[src/rtl/ofdm_frame_pkg.sv]
// ofdm_frame_pkg: constants and state encoding shared by the OFDM frame
// counter (transmit) and frame_tracker (receive).
//   COUNT_SIZE_DEF  : position counter width; a frame is 2^COUNT_SIZE samples
//   ACTIVE_LEN_DEF  : leading samples of each frame with the active flag high
//   LOCK_FRAMES_DEF : clean frames needed in VERIFY before LOCKED
//   LOSS_LIMIT_DEF  : consecutive bad frames in LOCKED before SEARCH
package ofdm_frame_pkg;

  localparam int COUNT_SIZE_DEF  = 12;
  localparam int ACTIVE_LEN_DEF  = 1024;
  localparam int LOCK_FRAMES_DEF = 2;
  localparam int LOSS_LIMIT_DEF  = 3;

  typedef enum logic [1:0] {
    ST_SEARCH = 2'd0,
    ST_VERIFY = 2'd1,
    ST_LOCKED = 2'd2
  } lock_state_e;

  // Bits needed to hold a count of 0..limit.
  function automatic int cnt_w(input int limit);
    return (limit < 1) ? 1 : $clog2(limit + 1);
  endfunction

endpackage

[src/rtl/frame_pos_counter.sv]
// frame_pos_counter: wrapping position counter for the receive frame tracker.
//   clock, reset   : rising-edge clock, async active-high reset
//   load_i         : accepted sample gets position 0 (realignment)
//   adv_i          : accepted sample gets position pos+1 (modular wrap)
//   pos_o          : position of the last accepted sample (registered)
//   nxt_pos_o      : position the current sample would take if accepted
//   nxt_last_o     : nxt_pos_o is the last position of the frame
//   nxt_active_o   : nxt_pos_o lies in the active region (< ACTIVE_LEN)
module frame_pos_counter #(
  parameter int COUNT_SIZE = 12,
  parameter int ACTIVE_LEN = 1024
) (
  input  logic                  clock,
  input  logic                  reset,
  input  logic                  load_i,
  input  logic                  adv_i,
  output logic [COUNT_SIZE-1:0] pos_o,
  output logic [COUNT_SIZE-1:0] nxt_pos_o,
  output logic                  nxt_last_o,
  output logic                  nxt_active_o
);

  // One extra bit so ACTIVE_LEN == 2^COUNT_SIZE still compares correctly.
  localparam logic [COUNT_SIZE:0] ACT_LIM = (COUNT_SIZE+1)'(ACTIVE_LEN);

  logic [COUNT_SIZE-1:0] pos_q, pos_d;

  assign nxt_pos_o    = load_i ? '0 : pos_q + COUNT_SIZE'(1);
  assign nxt_last_o   = &nxt_pos_o;
  assign nxt_active_o = ({1'b0, nxt_pos_o} < ACT_LIM);
  assign pos_d        = (load_i || adv_i) ? nxt_pos_o : pos_q;
  assign pos_o        = pos_q;

  always_ff @(posedge clock or posedge reset) begin
    if (reset) pos_q <= '0;
    else       pos_q <= pos_d;
  end

endmodule

[src/rtl/frame_tracker.sv]
// frame_tracker: recovers OFDM frame alignment from the per-sample active
// flag and reports the in-frame position of every accepted sample.
//   clock, reset   : rising-edge clock, async active-high reset
//   enable         : block enable; sample accepted on enable && ready_in
//   ready_in       : sample-valid strobe
//   control_signal : received active-region flag of the current sample
//   sample_index   : position of the last accepted sample
//   frame_start    : pulse, last accepted sample had position 0 (aligned)
//   active_out     : locked and last accepted sample in the active region
//   locked         : lock state machine is in LOCKED
//   frame_error    : pulse, a frame containing a flag mismatch ended while LOCKED
//   ready_out      : ready_in delayed one cycle
module frame_tracker
  import ofdm_frame_pkg::*;
#(
  parameter int COUNT_SIZE  = COUNT_SIZE_DEF,
  parameter int ACTIVE_LEN  = ACTIVE_LEN_DEF,
  parameter int LOCK_FRAMES = LOCK_FRAMES_DEF,
  parameter int LOSS_LIMIT  = LOSS_LIMIT_DEF
) (
  input  logic                  clock,
  input  logic                  reset,
  input  logic                  enable,
  input  logic                  ready_in,
  input  logic                  control_signal,
  output logic [COUNT_SIZE-1:0] sample_index,
  output logic                  frame_start,
  output logic                  active_out,
  output logic                  locked,
  output logic                  frame_error,
  output logic                  ready_out
);

  localparam int GW = cnt_w(LOCK_FRAMES);
  localparam int MW = cnt_w(LOSS_LIMIT);

  lock_state_e           state_q, state_d;
  logic [GW-1:0]         good_q, good_d;
  logic [MW-1:0]         miss_q, miss_d;
  logic                  bad_q, bad_d;
  logic                  prev_flag_q, prev_flag_d;
  logic                  frame_start_q, frame_start_d;
  logic                  frame_error_q, frame_error_d;
  logic                  active_q, active_d;
  logic                  locked_q;
  logic                  ready_q;

  logic                  accept, edge_det, load, mismatch;
  logic [COUNT_SIZE-1:0] pos, nxt_pos;
  logic                  nxt_last, nxt_active;

  assign accept   = enable && ready_in;
  assign edge_det = control_signal && !prev_flag_q;
  // Realignment happens only while searching; once in VERIFY/LOCKED the
  // counter free-runs and flag errors never move the frame boundary.
  assign load     = accept && (state_q == ST_SEARCH) && edge_det;
  assign mismatch = (control_signal != nxt_active);

  frame_pos_counter #(
    .COUNT_SIZE (COUNT_SIZE),
    .ACTIVE_LEN (ACTIVE_LEN)
  ) u_pos (
    .clock        (clock),
    .reset        (reset),
    .load_i       (load),
    .adv_i        (accept),
    .pos_o        (pos),
    .nxt_pos_o    (nxt_pos),
    .nxt_last_o   (nxt_last),
    .nxt_active_o (nxt_active)
  );

  always_comb begin
    state_d       = state_q;
    good_d        = good_q;
    miss_d        = miss_q;
    bad_d         = bad_q;
    prev_flag_d   = prev_flag_q;
    frame_start_d = 1'b0;
    frame_error_d = 1'b0;
    active_d      = active_q;
    if (accept) begin
      prev_flag_d = control_signal;
      case (state_q)
        ST_SEARCH: begin
          if (edge_det) begin
            state_d = ST_VERIFY;
            good_d  = '0;
          end
        end
        ST_VERIFY: begin
          if (mismatch) begin
            state_d = ST_SEARCH;
          end else if (nxt_last) begin
            if (good_q == GW'(LOCK_FRAMES - 1)) begin
              state_d = ST_LOCKED;
              miss_d  = '0;
            end else begin
              good_d = good_q + GW'(1);
            end
          end
        end
        ST_LOCKED: begin
          if (nxt_last) begin
            bad_d = 1'b0;
            // The last sample of the frame counts toward its own verdict.
            if (bad_q || mismatch) begin
              frame_error_d = 1'b1;
              if (miss_q == MW'(LOSS_LIMIT - 1)) begin
                state_d = ST_SEARCH;
                miss_d  = '0;
              end else begin
                miss_d = miss_q + MW'(1);
              end
            end else begin
              miss_d = '0;
            end
          end else if (mismatch) begin
            bad_d = 1'b1;
          end
        end
        default: state_d = ST_SEARCH;
      endcase
      if (state_d != ST_LOCKED) bad_d = 1'b0;
      frame_start_d = load || ((state_q != ST_SEARCH) && (nxt_pos == '0));
      active_d      = (state_d == ST_LOCKED) && nxt_active;
    end
  end

  always_ff @(posedge clock or posedge reset) begin
    if (reset) begin
      state_q       <= ST_SEARCH;
      good_q        <= '0;
      miss_q        <= '0;
      bad_q         <= 1'b0;
      prev_flag_q   <= 1'b1;  // a stream starting mid-active-region is no edge
      frame_start_q <= 1'b0;
      frame_error_q <= 1'b0;
      active_q      <= 1'b0;
      locked_q      <= 1'b0;
      ready_q       <= 1'b0;
    end else begin
      state_q       <= state_d;
      good_q        <= good_d;
      miss_q        <= miss_d;
      bad_q         <= bad_d;
      prev_flag_q   <= prev_flag_d;
      frame_start_q <= frame_start_d;
      frame_error_q <= frame_error_d;
      active_q      <= active_d;
      locked_q      <= (state_d == ST_LOCKED);
      ready_q       <= ready_in;
    end
  end

  assign sample_index = pos;
  assign frame_start  = frame_start_q;
  assign frame_error  = frame_error_q;
  assign active_out   = active_q;
  assign locked       = locked_q;
  assign ready_out    = ready_q;

endmodule

[config.mk]
export PLATFORM = sky130hd
export DESIGN_NAME = frame_tracker
export DESIGN_NICKNAME = d
export VERILOG_FILES = /design/src/rtl/ofdm_frame_pkg.sv /design/src/rtl/frame_pos_counter.sv /design/src/rtl/frame_tracker.sv
export SDC_FILE = /design/constraint.sdc
export NUM_CORES = 1
export LEC_CHECK = 0
export CAP_MARGIN = 25
export CORE_ASPECT_RATIO = 0.9
export CORE_UTILIZATION = 30
export CTS_CLUSTER_SIZE = 10
export DETAILED_ROUTE_END_ITERATION = 10
export GPL_TIMING_DRIVEN = 0
export PLACE_DENSITY = 0.49
export SETUP_SLACK_MARGIN = 0.05
export SLEW_MARGIN = 20
export SYNTH_ARGS = -nofsm -noshare
export SYNTH_HDL_FRONTEND = slang
export SYNTH_SLANG_ARGS = --single-unit
export TNS_END_PERCENT = 10
[constraint.sdc]
create_clock -name clock -period 2.9 [get_ports clock]
set_clock_uncertainty 0.1 [all_clocks]
set_input_delay 0.58 -clock clock [delete_from_list [all_inputs] [get_ports clock]]
set_output_delay 0.58 -clock clock [all_outputs]
set_load 0.05 [all_outputs]
# After elaboration in Yosys (flattened, before gate mapping)
# Cells that the tools add are included.
[op_classes]
add_sub_neg = 3
magnitude_cmp = 1
n_eq_ne = 14
mux = 32
n_reduce_logical = 21
[ops]
columns = ["cell", "count"]
rows = [
  ["$mux W2", 19],
  ["$ne A2 B2 Y1 const B", 7],
  ["$add A12 B1 Y12 const B", 1],
  ["$logic_not A12 Y1", 1],
  ["$lt A12 B11 Y1 const B", 1],
  ["$mux W12", 1],
  ["$reduce_and A12 Y1", 1],
  ["$reduce_and A6 Y1", 2],
  ["$mux W1", 9],
  ["$eq A2 B2 Y1 const B", 4],
  ["$pmux W2 S2", 2],
  ["$reduce_bool A2 Y1", 4],
  ["$logic_and A1 B1 Y1", 6],
  ["$pmux W2 S3", 1],
  ["$add A2 B1 Y2 const B", 2],
  ["$eq A2 B1 Y1 const B", 2],
  ["$logic_or A1 B1 Y1", 3],
  ["$reduce_and A3 Y1", 1],
  ["$reduce_bool A3 Y1", 1],
  ["$logic_not A2 Y1", 1],
  ["$logic_not A1 Y1", 1],
  ["$ne A1 B1 Y1", 1],
]
[totals]
register_bits = 25
inputBits = 5
out_inout_bits = 17
word_cells = 82

# Longest topological paths before layout
[depth]
depth_word = 14
ltp_mapped = 8
ltp_nobuf = 7

# Cells and area by module
# Synthesis repeated with hierarchy kept, for this count alone.
[unflattened]
cells_unflattened = 204
hier_area_um2 = 1711.6
[by_module_without_submodules]
columns = ["mod", "n_inst", "cells_each", "area_per_inst_um2", "seq_area_each_um2"]
rows = [
  ["frame_pos_counter", 1, 128, 1001.0, 300.3],
  ["frame_tracker", 1, 76, 710.7, 326.6],
]

# Worst setup path before layout
# No wires, ideal clock.
[synth_timing]
path_type = "register to register"
startpoint = "register u_pos.pos_q[2], in the netlist u_pos.pos_o[2]"
endpoint = "register state_q[0]"
setup_ns = 0.131
arrival_ns = 2.531
t_required_ns = 2.669
path_slack_ns = 0.138
path_stages_with_launch = 8
path_buffers = 1
synth_period_minus_slack_ns = 2.762
cell_sequence = "dfrtp_1 buf_2 nand4_4 or4_4 a221oi_4 nand3_1 nor3b_2 or3_1"
[synth_between]
elab_chain_len = 10
word_cells_on_any_way = 13
cone_classes = "1 x add/sub; 1 x order compare; 1 x eq/ne; 8 x mux; 2 x reduce/logical"
[synth_lines]
columns = ["item", "line", "text"]
rows = [
  ["start: declaration", "frame_pos_counter.sv:26", "logic [COUNT_SIZE-1:0] pos_q, pos_d;"],
  ["start signal: assignment", "frame_pos_counter.sv:36", "else pos_q <= pos_d;"],
  ["$add A12 B1 Y12 *", "frame_pos_counter.sv:28", "assign nxt_pos_o = load_i ? '0 : pos_q + COUNT_SIZE'(1);"],
  ["$mux W12 *", "frame_pos_counter.sv:28", ""],
  ["$lt A12 B11 Y1", "frame_pos_counter.sv:30", "assign nxt_active_o = ({1'b0, nxt_pos_o} < ACT_LIM);"],
  ["$ne A1 B1 Y1", "frame_tracker.sv:57", "assign mismatch = (control_signal != nxt_active);"],
  ["$logic_or A1 B1 Y1", "frame_tracker.sv:107", "if (bad_q || mismatch) begin"],
  ["$mux W2", "frame_tracker.sv:107", ""],
  ["$mux W2", "frame_tracker.sv:104", "if (nxt_last) begin"],
  ["$pmux W2 S3 *", "frame_tracker.sv:84", "case (state_q)"],
  ["$mux W2 * (2 in a row)", "frame_tracker.sv:82", "if (accept) begin"],
  ["net state_d[0]", "frame_tracker.sv:37", "lock_state_e state_q, state_d;"],
  ["end signal: assignment", "frame_tracker.sv:143", "state_q <= state_d;"],
  ["end: declaration", "frame_tracker.sv:37", ""],
]
# Mark *: on every way through the listed nets, which the timed path passes. The rest lies on a longest branch. The select of a mux whose other input is x is not followed.
# A chain may end at the register's enable or synchronous reset.

# Final worst setup path
[layout_timing]
startpoint = "register state_q[1]"
endpoint = "register state_q[0]"
[layout_between]
elab_chain_len = 12
word_cells_on_any_way = 17
cone_classes = "1 x order compare; 3 x eq/ne; 8 x mux; 5 x reduce/logical"
[layout_lines]
columns = ["item", "line", "text"]
rows = [
  ["$logic_not A2 Y1", "frame_tracker.sv:56, frame_tracker.sv:84", ""],
  ["$logic_and A1 B1 Y1 (2 in a row)", "frame_tracker.sv:56", "assign load = accept && (state_q == ST_SEARCH) && edge_det;"],
  ["$mux W12", "frame_pos_counter.sv:28", ""],
  ["$lt A12 B11 Y1", "frame_pos_counter.sv:30", ""],
  ["$ne A1 B1 Y1", "frame_tracker.sv:57", ""],
  ["$logic_or A1 B1 Y1", "frame_tracker.sv:107", ""],
  ["$mux W2", "frame_tracker.sv:107", ""],
  ["$mux W2", "frame_tracker.sv:104", ""],
  ["$pmux W2 S3 *", "frame_tracker.sv:84", ""],
  ["$mux W2 * (2 in a row)", "frame_tracker.sv:82", ""],
  ["net state_d[0]", "frame_tracker.sv:37", ""],
]
# Marks and branches as above.

==> results.sh <==
export IMPL_outcome="finished clean"
export IMPL_cts_root_buf="clkbuf_8"
export IMPL_clkTransAtPathRegs_ps=100
export IMPL_synth_async_reset_ratio_pct=100
export IMPL_detail_route_vias_per_cell=5.42
export IMPL_relSlewSlack_pct=57.4
export IMPL_cts_setup_buffers=0
export IMPL_cts_sinks=25
export IMPL_hp_class="flop to flop"
export IMPL_irDropWorstVdd_v=0.000217
export IMPL_grt_pass1_vias=1477
export IMPL_synth_nets=187
export IMPL_ctsResizeCount=1
export IMPL_worstHoldStart="good_q[0]"
export IMPL_synth_seq_cells=25
export IMPL_syn_cell_area_um2=1650
export IMPL_vias=1473
export IMPL_initial_core_util_pct=31.3
export IMPL_ys_flop_type="dfrtp_1"
export IMPL_portBuffers=20
export IMPL_rows=25
export IMPL_holdPathEnd="good_q[0]"
export IMPL_syn_inst=180
export IMPL_cp_arrival_ps=2760
export IMPL_drive_gt1_share_pct=14.6
export IMPL_report_power_total_mw=1.16
export IMPL_period_needed_ps=2700
export IMPL_tns_ps=0
export IMPL_pwr_share_clk_pct=18.8
export IMPL_endpoint_kind="flop"
export IMPL_cts_made_buffers=3
export IMPL_die_y_um=72.3
export IMPL_crit_type="flop to flop"
export IMPL_synth_edf_count=0
export IMPL_die_area_um2=5780
export IMPL_gp_congestion=0.777
export IMPL_cellPowerDensity_nw_per_um2=574
export IMPL_core_area_um2=5260
export IMPL_clkLatencyLatePin_ps=270
export IMPL_cp_required_ps=2960
export IMPL_first_pass_iters=4
export IMPL_switching_share_pct=43.5
export IMPL_instances_no_fill=272
export IMPL_io_pins=22
export IMPL_synth_avg_cell_area_um2=9.14
export IMPL_grtUsageTotal_pct=16.5
export IMPL_synthDistinctLibCells=55
export IMPL_cap_violations=0
export IMPL_wl_per_cell_um=15.5
export IMPL_wl_um=4220
export IMPL_finalSetupViolCount=0
export IMPL_drt_iter0_markers=127
export IMPL_worstMarginPinSlew_ps=634
export IMPL_dp_hpwl_um=3120
export IMPL_netSwitchingPower_mw=0.505
export IMPL_hold_ws_ps=387
export IMPL_r2r_end="state_q[0]"
export IMPL_synth_warnings=0
export IMPL_drc_errors=0
export IMPL_grt_setup_unrepaired="true"
export IMPL_die_w_um=80.1
export IMPL_max_freq_mhz=371
export IMPL_report_final_slew_viol_count=0
export IMPL_drtAntennaViolNets=0
export IMPL_power_share_combinational_pct=40.7
export IMPL_antenna_found_initial=0
export IMPL_grt_pass1_wl_um=7400
export IMPL_seq_area_frac_synth_pct=38.1
export IMPL_start_kind="flop"
export IMPL_seqPwrFrac_pct=40.5
export IMPL_area_growth_pct=22.9
export IMPL_reg2reg_from="state_q[1]"
export IMPL_nFillCells=540
export IMPL_grt_overflow=0
export IMPL_ff2ff_setup_slack_ps=200
export IMPL_cts_tree="done"
export IMPL_htree_num_levels=1
export IMPL_p_leak_nw=0.771
export IMPL_intPower_mw=0.656
export IMPL_cp_max_fo=9
export IMPL_min_path_cells=1
export IMPL_dp_cells=268
export IMPL_clk_path_buf_depth=2
export IMPL_cts_hold_buf=0
export IMPL_rr_worst_depth=8
export IMPL_grt_max_degree=17
export IMPL_diodes=0
export IMPL_fin_nets=213
export IMPL_finalCritPeriodShare_pct=93.0
export IMPL_finalHoldViolations=0
-- state kept, by name (all words and copies together), names as in the netlist --
register and count:
u_pos.pos_o 12, good_q 2, miss_q 2, state_q 2, active_out 1, bad_q 1
frame_error 1, frame_start 1, locked 1, prev_flag_q 1, ready_out 1
-- through the flow --
stage / instance area (µm²) / utilization, % / setup WS (ps)
final: 2020 / 38.5 / 204
after global routing: 2020 / 38.5 / 17.1
after CTS: 2010 / 38.3 / 111
after detailed placement: 1960 / 37.2 / -126
after global placement: 1930 / 36.7 / -186
after floorplan: 1650 / - / 138
-- synthesized netlist by cell type (2+ instances only) --
library cell	number	area, µm²
o31ai_1	7	52.6
nand2b_1	3	18.8
or3_1	4	25.0
nand3_1	11	55.1
a21oi_1	7	35.0
nor2b_1	2	12.5
clkbuf_1	4	15.0
xor2_1	2	17.5
nor4b_2	2	30.0
mux2i_1	3	30.0
nand2_1	21	78.8
or4b_1	2	20.0
a22o_1	3	26.3
a31oi_1	4	25.0
a2bb2oi_1	2	17.5
dfrtp_1	24	601
nor2_1	10	37.5
o2111ai_1	2	17.5
nor3_1	3	15.0
xnor2_1	3	26.3
ha_1	2	25.0
inv_1	5	18.8
o21ai_0	14	70.1
buf_2	6	30.0
and2_1	4	25.0
-- metal layers --
| layer | part of all wire (%) | GRT usage [%] | vias to the layer above |
|---|---|---|---|
| met1 | 52 | 23.8 | 729 |
| met2 | 43 | 24.7 | 25 |
| met3 | 3.7 | 2.77 | 4 |
| met5 | 0 | 0 | - |
| met4 | 1.0 | 5.95 | 0 |
| li1 | - | - | 715 |
-- power by group through the flow --
stage	combinational [mW]	sequential [mW]	clock, mW
2_1_floorplan	0.185	0.602	0
6_report	0.472	0.470	0.218
4_1_cts	0.472	0.469	0.225
5_1_grt	0.505	0.482	0.242
3_3_place_gp	0.458	0.473	0
3_5_place_dp	0.467	0.474	0
-- logic make-up (layout without fill, tap and decap cells) --
| group | count (synthesis) | in the layout | synth area share, % |
|---|---|---|---|
| DFF | 25 | 25 | 38.1 |
| and+or+nand+nor | 77 | 77 | 27.7 |
| buffers and inverters | 17 | 42 | 4.41 |
| muxes | 3 | 3 | 1.83 |
| adders and majority gates | 3 | 3 | 2.13 |
| xor gates and xnor gates | 5 | 5 | 2.66 |
| AOI/OAI and AO/OA | 50 | 50 | 23.2 |
-- critical path, stage by stage (launching register included) --
cell	delay (ps)
dfrtp_1	370
clkbuf_2	190
or4b_1	530
buf_2	210
nor2_4	180
a311oi_4	70
xnor2_1	450
nor3b_2	110
or3_1	350
-- layout make-up --
cell class	instances	area [µm²]	share of cell area (%)
Buffer	12	55.1	2.72
Clock buffer	3	41.3	2.04
Clock inverter	1	7.51	0.371
Inverter	5	18.8	0.928
Multi-Input combinational cell	138	961	47.5
Sequential cell	25	627	31.0
Tap cell	67	83.8	4.15
Timing Repair Buffer	21	228	11.3
-- worst max path at each step --
stage	to	slack [ps]	cells after the start	start
after detailed placement	state_q[0]	-130	8	ready_in
after global routing	miss_q[0]	20	8	state_q[1]
after floorplan	state_q[0]	140	7	u_pos.pos_o[2]
after CTS	frame_start	110	7	state_q[1]
final	state_q[0]	200	8	state_q[1]
after global placement	state_q[0]	-190	8	ready_in
-- layout by cell type, fill, tap and decap left out, types with 2 or more instances in the layout --
master	n
ha_1	2
o31ai_1	7
nand3_1	11
xor2_1	2
nor3_1	3
and2_1	4
a22o_1	3
or4b_1	2
a31oi_1	4
or3_1	4
clkdlybuf4s50_1	20
o21ai_0	14
clkbuf_8	3
dfrtp_1	24
o2111ai_1	2
nor2b_1	2
inv_1	5
mux2i_1	3
a2bb2oi_1	2
nand2b_1	3
a21oi_1	7
buf_2	6
xnor2_1	3
nor2_1	10
nand2_1	21
clkbuf_2	2
clkbuf_1	4
(Power assumes the default switching activity.)
